==> src/rtl/dsp_post_accumulator.sv <==
`default_nettype none
// ============================================================================
// Module  : dsp_post_accumulator
// Brief   : Accumulates TAPS signed 36-bit products into 48 bits, then emits
//           the full sum and a rounded, saturated 18-bit result.
// Revision: 1.0  initial release
// ============================================================================
module dsp_post_accumulator #(
    parameter int TAPS  = 8,
    parameter int SHIFT = 4
) (
    input  logic               CLK,
    input  logic               RSTN,
    input  logic signed [35:0] M,
    input  logic               M_VALID,
    output logic               M_READY,
    input  logic               OPSUB,
    input  logic               CLEAR,
    input  logic               OUT_READY,
    output logic               OUT_VALID,
    output logic        [47:0] P,
    output logic        [17:0] Y,
    output logic               SAT,
    output logic               OVF,
    output logic               BUSY
);

    localparam int CW = $clog2(TAPS + 1);

    localparam logic [1:0] S_IDLE  = 2'd0;
    localparam logic [1:0] S_ACCUM = 2'd1;
    localparam logic [1:0] S_ROUND = 2'd2;
    localparam logic [1:0] S_HOLD  = 2'd3;

    // Half-LSB rounding term; collapses to zero when SHIFT is 0.
    localparam logic signed [48:0] RND  = (49'sd1 <<< SHIFT) >>> 1;
    localparam logic signed [48:0] YMAX = 49'sd131071;
    localparam logic signed [48:0] YMIN = -49'sd131072;

    logic [1:0]          state_q, state_d;
    logic                busy_q;
    logic signed [47:0]  acc_q, acc_d;
    logic [CW-1:0]       count_q, count_d;
    logic [47:0]         p_q, p_d;
    logic [17:0]         y_q, y_d;
    logic                sat_q, sat_d;
    logic                ovf_q, ovf_d;
    logic                vld_q, vld_d;

    logic                accept;
    logic [CW-1:0]       count_inc;
    logic signed [47:0]  m_ext;
    logic signed [47:0]  sum;
    logic                step_ovf;
    logic signed [48:0]  rsum;
    logic signed [48:0]  r;
    logic                sat_hi;
    logic                sat_lo;

    assign accept    = M_VALID && M_READY;
    assign count_inc = count_q + CW'(1);
    assign m_ext     = {{12{M[35]}}, M};
    assign sum       = OPSUB ? (acc_q - m_ext) : (acc_q + m_ext);

    // Subtraction overflows when operand signs differ; addition when they match.
    assign step_ovf  = (OPSUB ? (acc_q[47] != m_ext[47]) : (acc_q[47] == m_ext[47]))
                       && (sum[47] != acc_q[47]);

    assign rsum   = $signed({acc_q[47], acc_q}) + RND;
    assign r      = rsum >>> SHIFT;
    assign sat_hi = r > YMAX;
    assign sat_lo = r < YMIN;

    always_ff @(posedge CLK or negedge RSTN) begin
        if (!RSTN) begin
            state_q <= S_IDLE;
            busy_q  <= 1'b0;
        end else begin
            state_q <= state_d;
            busy_q  <= (state_d != S_IDLE);
        end
    end

    always_comb begin
        state_d = state_q;
        if (CLEAR) begin
            state_d = S_IDLE;
        end else begin
            case (state_q)
                S_IDLE:  if (accept) state_d = (TAPS == 1) ? S_ROUND : S_ACCUM;
                S_ACCUM: if (accept && (count_inc == CW'(TAPS))) state_d = S_ROUND;
                S_ROUND: state_d = S_HOLD;
                S_HOLD:  if (OUT_READY) state_d = S_IDLE;
                default: state_d = S_IDLE;
            endcase
        end
    end

    always_comb begin
        M_READY = RSTN && !CLEAR && ((state_q == S_IDLE) || (state_q == S_ACCUM));
    end

    always_comb begin
        acc_d   = acc_q;
        count_d = count_q;
        p_d     = p_q;
        y_d     = y_q;
        sat_d   = sat_q;
        ovf_d   = ovf_q;
        vld_d   = vld_q;
        if (CLEAR) begin
            acc_d   = '0;
            count_d = '0;
            vld_d   = 1'b0;
            sat_d   = 1'b0;
            ovf_d   = 1'b0;
        end else begin
            case (state_q)
                S_IDLE: if (accept) begin
                    acc_d   = OPSUB ? -m_ext : m_ext;
                    count_d = CW'(1);
                    ovf_d   = 1'b0;
                end
                S_ACCUM: if (accept) begin
                    acc_d   = sum;
                    count_d = count_inc;
                    ovf_d   = ovf_q | step_ovf;
                end
                S_ROUND: begin
                    p_d   = acc_q;
                    y_d   = sat_hi ? 18'h1FFFF : (sat_lo ? 18'h20000 : r[17:0]);
                    sat_d = sat_hi | sat_lo;
                    vld_d = 1'b1;
                end
                S_HOLD: if (OUT_READY) vld_d = 1'b0;
                default: ;
            endcase
        end
    end

    always_ff @(posedge CLK or negedge RSTN) begin
        if (!RSTN) begin
            acc_q   <= '0;
            count_q <= '0;
            p_q     <= '0;
            y_q     <= '0;
            sat_q   <= 1'b0;
            ovf_q   <= 1'b0;
            vld_q   <= 1'b0;
        end else begin
            acc_q   <= acc_d;
            count_q <= count_d;
            p_q     <= p_d;
            y_q     <= y_d;
            sat_q   <= sat_d;
            ovf_q   <= ovf_d;
            vld_q   <= vld_d;
        end
    end

    assign OUT_VALID = vld_q;
    assign P         = p_q;
    assign Y         = y_q;
    assign SAT       = sat_q;
    assign OVF       = ovf_q;
    assign BUSY      = busy_q;

endmodule
`default_nettype wire

==> config.mk <==
export PLATFORM = sky130hd
export DESIGN_NAME = dsp_post_accumulator
export DESIGN_NICKNAME = d
export VERILOG_FILES = /design/src/rtl/dsp_post_accumulator.sv
export SDC_FILE = /design/constraint.sdc
export NUM_CORES = 1
export LEC_CHECK = 0
export CAP_MARGIN = 0
export CORE_ASPECT_RATIO = 0.8
export CORE_MARGIN = 4
export CORE_UTILIZATION = 55
export CTS_CLUSTER_SIZE = 16
export DETAILED_ROUTE_END_ITERATION = 10
export GPL_TIMING_DRIVEN = 1
export PLACE_DENSITY = 0.89
export SKIP_CTS_REPAIR_TIMING = 1
export SYNTH_ARGS = -nofsm -noshare
export SYNTH_HDL_FRONTEND = slang
export SYNTH_SLANG_ARGS = --single-unit
==> constraint.sdc <==
create_clock -name CLK -period 3.7 [get_ports CLK]
set_input_delay 0.37 -clock CLK [delete_from_list [all_inputs] [get_ports CLK]]
set_output_delay 0.37 -clock CLK [all_outputs]
set_load 0.02 [all_outputs]
==> metrics, run 1 <==
status=finished, violations left; failing checks=design-rule violations, negative setup slack; Period Utilization, post-route=117%; Filler cells=1132; CP Data Arrival Time=4700 ps; M1 GR Usage=49.5%; IO Pins=113; Hold Crit Class=input port to asynchronous set/reset pin; number of global-route vias before repair=11060; P per Cell Area=332 nW/um2; Mapped Area=10300 um2; initial core utilization=56.4%; cts bufs inserted=17; Synth cell types=72; met3 Use GR=9.34%; wire per inst=20.5 um; GRT Overall Usage=between 30% and 40%; Iter 0 DRT Violations=1636; layout cell share with drive strength beyond 1=25.0%; Top Usage Layer GRT=met2; critical path class=input port to register; initial antenna violation count=1; Seq cells post-synth=124; slew margin rel.=35.7%; Slew Limit Fails=0; Post-synth EDFFs=0; worst slack, placed=-1590 ps; asr flop ratio synth=between 90% and 100%; max frequency=231 MHz; largest net degree at the start of global routing=78; final net count=1775; Worst Setup Start Kind=input port; syn_nets=1443; Max-Cap Viols=0; Max clock buf depth=2; Routed Antenna Nets=0; grt total ovfl=0; setup violators final=36; min Tclk post-route=~4300 ps; clk root buf=clkbuf_16; via count=12162; Die W=161 um; drt drc=2; die height=131 um; worst-path fanout max=4; Worst Path Required=4060 ps; I/O Buffers=approximately 110; final worst slack=-635 ps; Synth Area per Inst=7.67 um2; gpl congestion=0.994; dpl hpwl=28200 um; DP Area=13600 um2; global-route wire length before repair=58600 um; DR pass1 iterations=9; Post-Synthesis Cells=1349; Reg clk slew, reported paths=roughly 70 ps; Antenna diodes=0; Final Skew=13.6 ps; Worst-Skew Late Latency=430 ps; P&R area growth vs syn=43.1%; htree depth=4; M2 GR Usage=54.2%; most used flip-flop cell after synthesis=dfrtp_1; Setup TNS Final=-13570 ps; Worst VDD drop=around 290 uV; Crit. End Element=register; final WL=between 30000 and 40000 um; total die area=21100 um2; synthesis warning total=0; register area share after synthesis=about 30%; Slew @ Worst Pin=965 ps; leakage power=~6.9 nW; TritonCTS clock tree=built; area of the core=18300 um2; DR vias/cell=6.25; design area=14800 um2; CTS Sinks=124; Hold Vio Cnt, Final=0; row cnt=44; RSZ-0062 raised after global routing=true
[final cells by class]
cell class / instances / area, um2 / share of cell area, %
inverter: 23 / 111 / 0.752
multi-input combinational: 1124 / 7380 / 49.9
tap: 253 / 317 / 2.14
clock buffer: 18 / 439 / 2.97
sequential: 124 / 3100 / 21.0
clock inverter: 14 / 134 / 0.905
timing repair buffer: 391 / 3310 / 22.4
[layout by cell type (no fill, tap or decap), drive strengths merged, types with 25 or more instances in the layout]
| cell | count |
|---|---|
| buf | 283 |
| o21ai | 93 |
| inv | 27 |
| xor2 | 69 |
| ha | 51 |
| a21oi | 114 |
| nor2 | 110 |
| nand3 | 33 |
| dfrtp | 124 |
| a21o | 31 |
| nand2 | 268 |
| xnor2 | 62 |
| nand3b | 25 |
| clkdlybuf4s50 | 101 |
[logic make-up (layout without fill, tap and decap cells)]
kind of cell    Yosys count  in the layout  synth area share, %
fa+ha+maj                52             52                 6.36
buf+inv                 101            446                 3.92
simple gates            583            583                 26.9
mux                       7              7                0.702
xor+xnor                131            131                 11.1
flops                   124            124                 30.0
compound gates          351            351                 21.1
[path summary, 6_finish.rpt]
| path | start | cells after the start | slack [ps] | to |
|---|---|---|---|---|
| max in group asynchronous | RSTN | 3 | 2110 | P[6] |
| min | RSTN | 2 | 150 | acc_q[18] |
| max | M[1] | 21 | -640 | acc_q[42] |
| max reg2reg | acc_q[0] | 14 | 120 | acc_q[24] |
| min in group CLK | P[10] | 2 | 480 | P[10] |
| min reg2reg | P[10] | 2 | 480 | P[10] |
[sequential cells by signal, indices dropped and copies added, names as in the netlist]
register   cells
OUT_VALID      1
SAT            1
acc_q         48
P             48
count_q        4
BUSY           1
OVF            1
state_q        2
Y             18
[power breakdown]
group          internal (mW)  switching [mW]  total, mW
combinational          0.804           0.967       1.77
sequential              1.40          0.0805       1.48
clock                  0.954           0.702       1.66
[worst max-delay path, cell delays in order]
cell	delay [ps]
buf_8	110
clkinv_8	40
ha_4	120
or3b_4	370
or4_4	580
or2_4	280
or3_4	360
nor3_4	130
nor2_1	70
xnor2_1	130
ha_1	360
a21boi_2	190
o21ai_1	70
and2_4	170
a211oi_4	280
o2111ai_2	190
a31oi_4	270
buf_6	150
a31oi_2	90
or3_1	310
nand3_1	70
[layer usage]
metal | wire (um) | share of wire (%)
met4 | 1220 | 3.1
met3 | 4980 | 12
met2 | 17600 | 44
met5 | 13 | 0.033
met1 | 16100 | 40
[synth_stat cells, drive strengths merged (4+ instances only)]
library cell,instances,area (um2)
o21ai,93,465
ha,51,638
and3,18,113
a2111oi,6,52.6
nand3,33,165
o211ai,4,30.0
nand2,268,1010
a211oi,10,75.1
nor2,110,420
and2,11,68.8
clkbuf,66,248
or4,5,37.5
a21o,31,233
inv,23,86.3
nand3b,25,188
nor3,21,110
a22o,17,149
mux2i,5,50.1
o31ai,7,66.3
nand2b,14,87.6
a31oi,16,100
nand4,22,159
xor2,69,604
and4,7,63.8
nor2b,10,62.6
buf,12,71.3
a22oi,7,52.6
or2,4,25.0
xnor2,62,543
nor4,11,75.1
a21oi,114,574
o21a,10,75.1
o221ai,7,61.3
or3,13,81.3
dfrtp,124,3100
o21bai,7,52.6
[metrics by stage]
| stage | util (%) | power [mW] | std cells | hold WS (ps) |
|---|---|---|---|---|
| floorplan | - | 2.33 | 1349 | 74.4 |
| finish | 80.7 | 4.91 | 1947 | 146 |
| global placement | 74.2 | 2.99 | 1896 | 458 |
| global route | 80.7 | 5.07 | 1947 | 183 |
| detailed placement | 74.2 | 3.03 | 1896 | 464 |
| CTS | 77.3 | 4.67 | 1928 | 143 |
No activity file was read; power rests on OpenSTA's default activity.
==> run 2: changes to the inputs <==
CORE_ASPECT_RATIO = 1.5   (was 0.8)
==> run 2 against run 1 <==
  * The flow still finishes with violations (design-rule violations, negative setup slack)
  * Non-clock buffer count down 4
  * Clock skew rose by 4.8 ps
  * Sequential cell count unchanged
  * Wire length rose by 3.5%
  * Worst setup slack got worse by 210 ps
  * Total power rose by 0.33%
  * Count of clock-buffer cells in the layout fell by 1
  * Critical path type unchanged
==> metrics, run 2 (synthesis gave the netlist of run 1 again) <==
cts bufs inserted=17 (unchanged); Hold Vio Cnt, Final=0 (unchanged); switching share of power=37.1% (+1.5 points); Max-Cap Viols=0 (unchanged); Slew Limit Fails=0 (unchanged); part of the power in registers=30.0% (-0.2 points); GRT Overall Usage=33.6% (-1.4 points); combinational power share=36.4% (+0.3 points); critical path class=input port to register; Die W=120 um (-26%); final WL=41400 um (+3.5%); slew margin rel.=39.7% (+4.1 points); Crit path largest cell delay=470 ps (-110 ps); WP buf/inv=2 (-1); number of global-route vias before repair=11632 (+5.2%); status=finished, violations left; Max clock buf depth=2 (unchanged); grt total ovfl=0 (unchanged); setup violators final=35 (-2.8%); Routed Antenna Nets=0 (unchanged); worst-path fanout max=4 (unchanged); Reg clk slew, reported paths=70 ps (about the same); Top delay family on crit path=simple AND/OR/NAND/NOR gates; htree depth=4 (unchanged); I/O Buffers=112 (unchanged); leakage power=6.99 nW (+0.62%); Final Skew=18.4 ps (+4.81 ps); Period Utilization, post-route=123% (+5.6 points); Worst Path Required=4020 ps (-40 ps); dpl hpwl=26500 um (-6.1%); max frequency=220 MHz (-4.6%); Worst Setup Start Kind=input port; CTS Sinks=124 (unchanged); Hold Crit Class=input port to asynchronous set/reset pin; Slew @ Worst Pin=903 ps (-62.0 ps); IO Pins=113 (unchanged); DR vias/cell=6.50 (+4.0%); Crit Reg-Reg Startpoint=acc_q[0]; Worst-Skew Late Latency=430 ps (about the same); total die area=21100 um2 (+0.15%); Crit. End Element=register; die height=176 um (+35%); failing checks=design-rule violations, negative setup slack; P&R area growth vs syn=43.6%; gpl congestion=1.00 (+0.65%); layout cell share with drive strength beyond 1=24.9% (-0.059 points); drt drc=1 (-1); area of the core=18500 um2 (+1.2%); Final Util=80.1% (-0.63 points); critical path's slowest cell=or4_4; cell count along the critical path=20 (-4.8%); row cnt=61 (+39%); Clk network pwr share=33.6% (-0.2 points); initial antenna violation count=1 (unchanged); final net count=1771 (-0.23%); TritonCTS clock tree=built; final worst slack=-843 ps (-208 ps); crit-path cells=buf_12 > inv_12 > ha_4 > or3b_4 > or4_4 > or2_4 > or3_4 > and2_4 > xnor2_2 > ha_4 > a211oi_4 > a32oi_2 > nor4b_4 > o21ai_4 > a211oi_4 > o21bai_4 > a21o_1 > a21oi_2 > mux2i_1 > nor2b_1; Iter 0 DRT Violations=1744 (+6.6%); min Tclk post-route=4540 ps (+208 ps); Hold WS=131 ps (-14.7 ps); wire per inst=21.3 um (+3.8%); initial core utilization=55.8% (-0.65 points); via count=12625 (+3.8%); flop2flop setup slack=180 ps (+60 ps); DR pass1 iterations=9 (unchanged); commonest non-fill, non-tap cell in the layout=nand2_1; worst r2r dst=acc_q[36]; RSZ-0062 raised after global routing=true; P per Cell Area=332 nW/um2 (about the same); most frequent cells in the layout=nand2_1, buf_4, dfrtp_1, nor2_1; internal power=3.10 mW (-2.0%); Worst VDD drop=328 uV (+11%); largest net degree at the start of global routing=73 (-6.4%); clk root buf=clkbuf_16; global-route wire length before repair=57300 um (-2.2%); Net Sw Power=1.83 mW (+4.5%); worst-case reg-to-reg path depth=14 (unchanged); CP Data Arrival Time=4870 ps (+170 ps)
[run 2: changes by cell type in the layout (fill, tap and decap cells not counted), sizes merged]
cell / change
inv: +5
dlymetal6s2s: +4
clkinv: -4
bufinv: -1
clkbuf: -1
clkdlybuf4s50: -4
buf: -4
diode: +1
clkinvlp: +1
[run 2: how the worst max path moves through the flow]
stage	from	end	slack [ps]
finish	M[0]	acc_q[41]	-840
global route	M[0]	acc_q[25]	-1000
CTS	M[0]	acc_q[41]	-1170
detailed placement	M[0]	acc_q[41]	-1600
global placement	M[0]	acc_q[46]	-1440
floorplan	M[0]	acc_q[42]	-560
[run 2: through the flow]
stage	setup WS, ps	power [mW]	instance area [um2]	cells	setup TNS [ps]
finish	-843	4.92	14900	1943	-17580
global route	-995	5.08	14900	1943	-22920
CTS	-1170	4.64	14100	1920	-31010
detailed placement	-1600	3.01	13500	1888	-47440
global placement	-1440	2.97	13500	1888	-43210
floorplan	-559	2.33	10500	1349	-10560
[run 2: layer usage]
| metal | track usage [%] | share of wire [%] |
|---|---|---|
| met1 | 40.8 | 34 |
| met2 | 57.1 | 47 |
| met3 | 5.26 | 11 |
| met4 | 17.8 | 8.9 |
| met5 | 0 | 0 |
[run 2: power groups by stage]
stage,logic [mW],clock network [mW],registers [mW]
after floorplan,0.852,0,1.48
after global placement,1.47,0,1.49
after global routing,1.89,1.71,1.48
after detailed placement,1.51,0,1.50
final,1.79,1.66,1.48
after CTS,1.54,1.63,1.47
[run 2: cell type report]
type | count | area, um2
well taps | 252 | 315
repair buffers | 387 | 3280
diodes | 1 | 2.50
fillers | 1008 | 3690
flip-flops and latches | 124 | 3100
inverters | 23 | 106
clock buffers | 17 | 425
clock inverters | 15 | 146
multi-input cells | 1124 | 7470
[run 2: worst reg2reg max path, cell delays in order (launching register included)]
cell	delay, ps
dfrtp_1	350
inv_1	60
ha_1	220
fa_1	420
nor2b_1	140
o21ai_0	130
a21oi_1	490
o2111ai_4	230
buf_4	210
a211oi_4	310
and4_4	320
o31ai_4	100
o21ai_2	140
mux2i_1	210
nand2_1	100
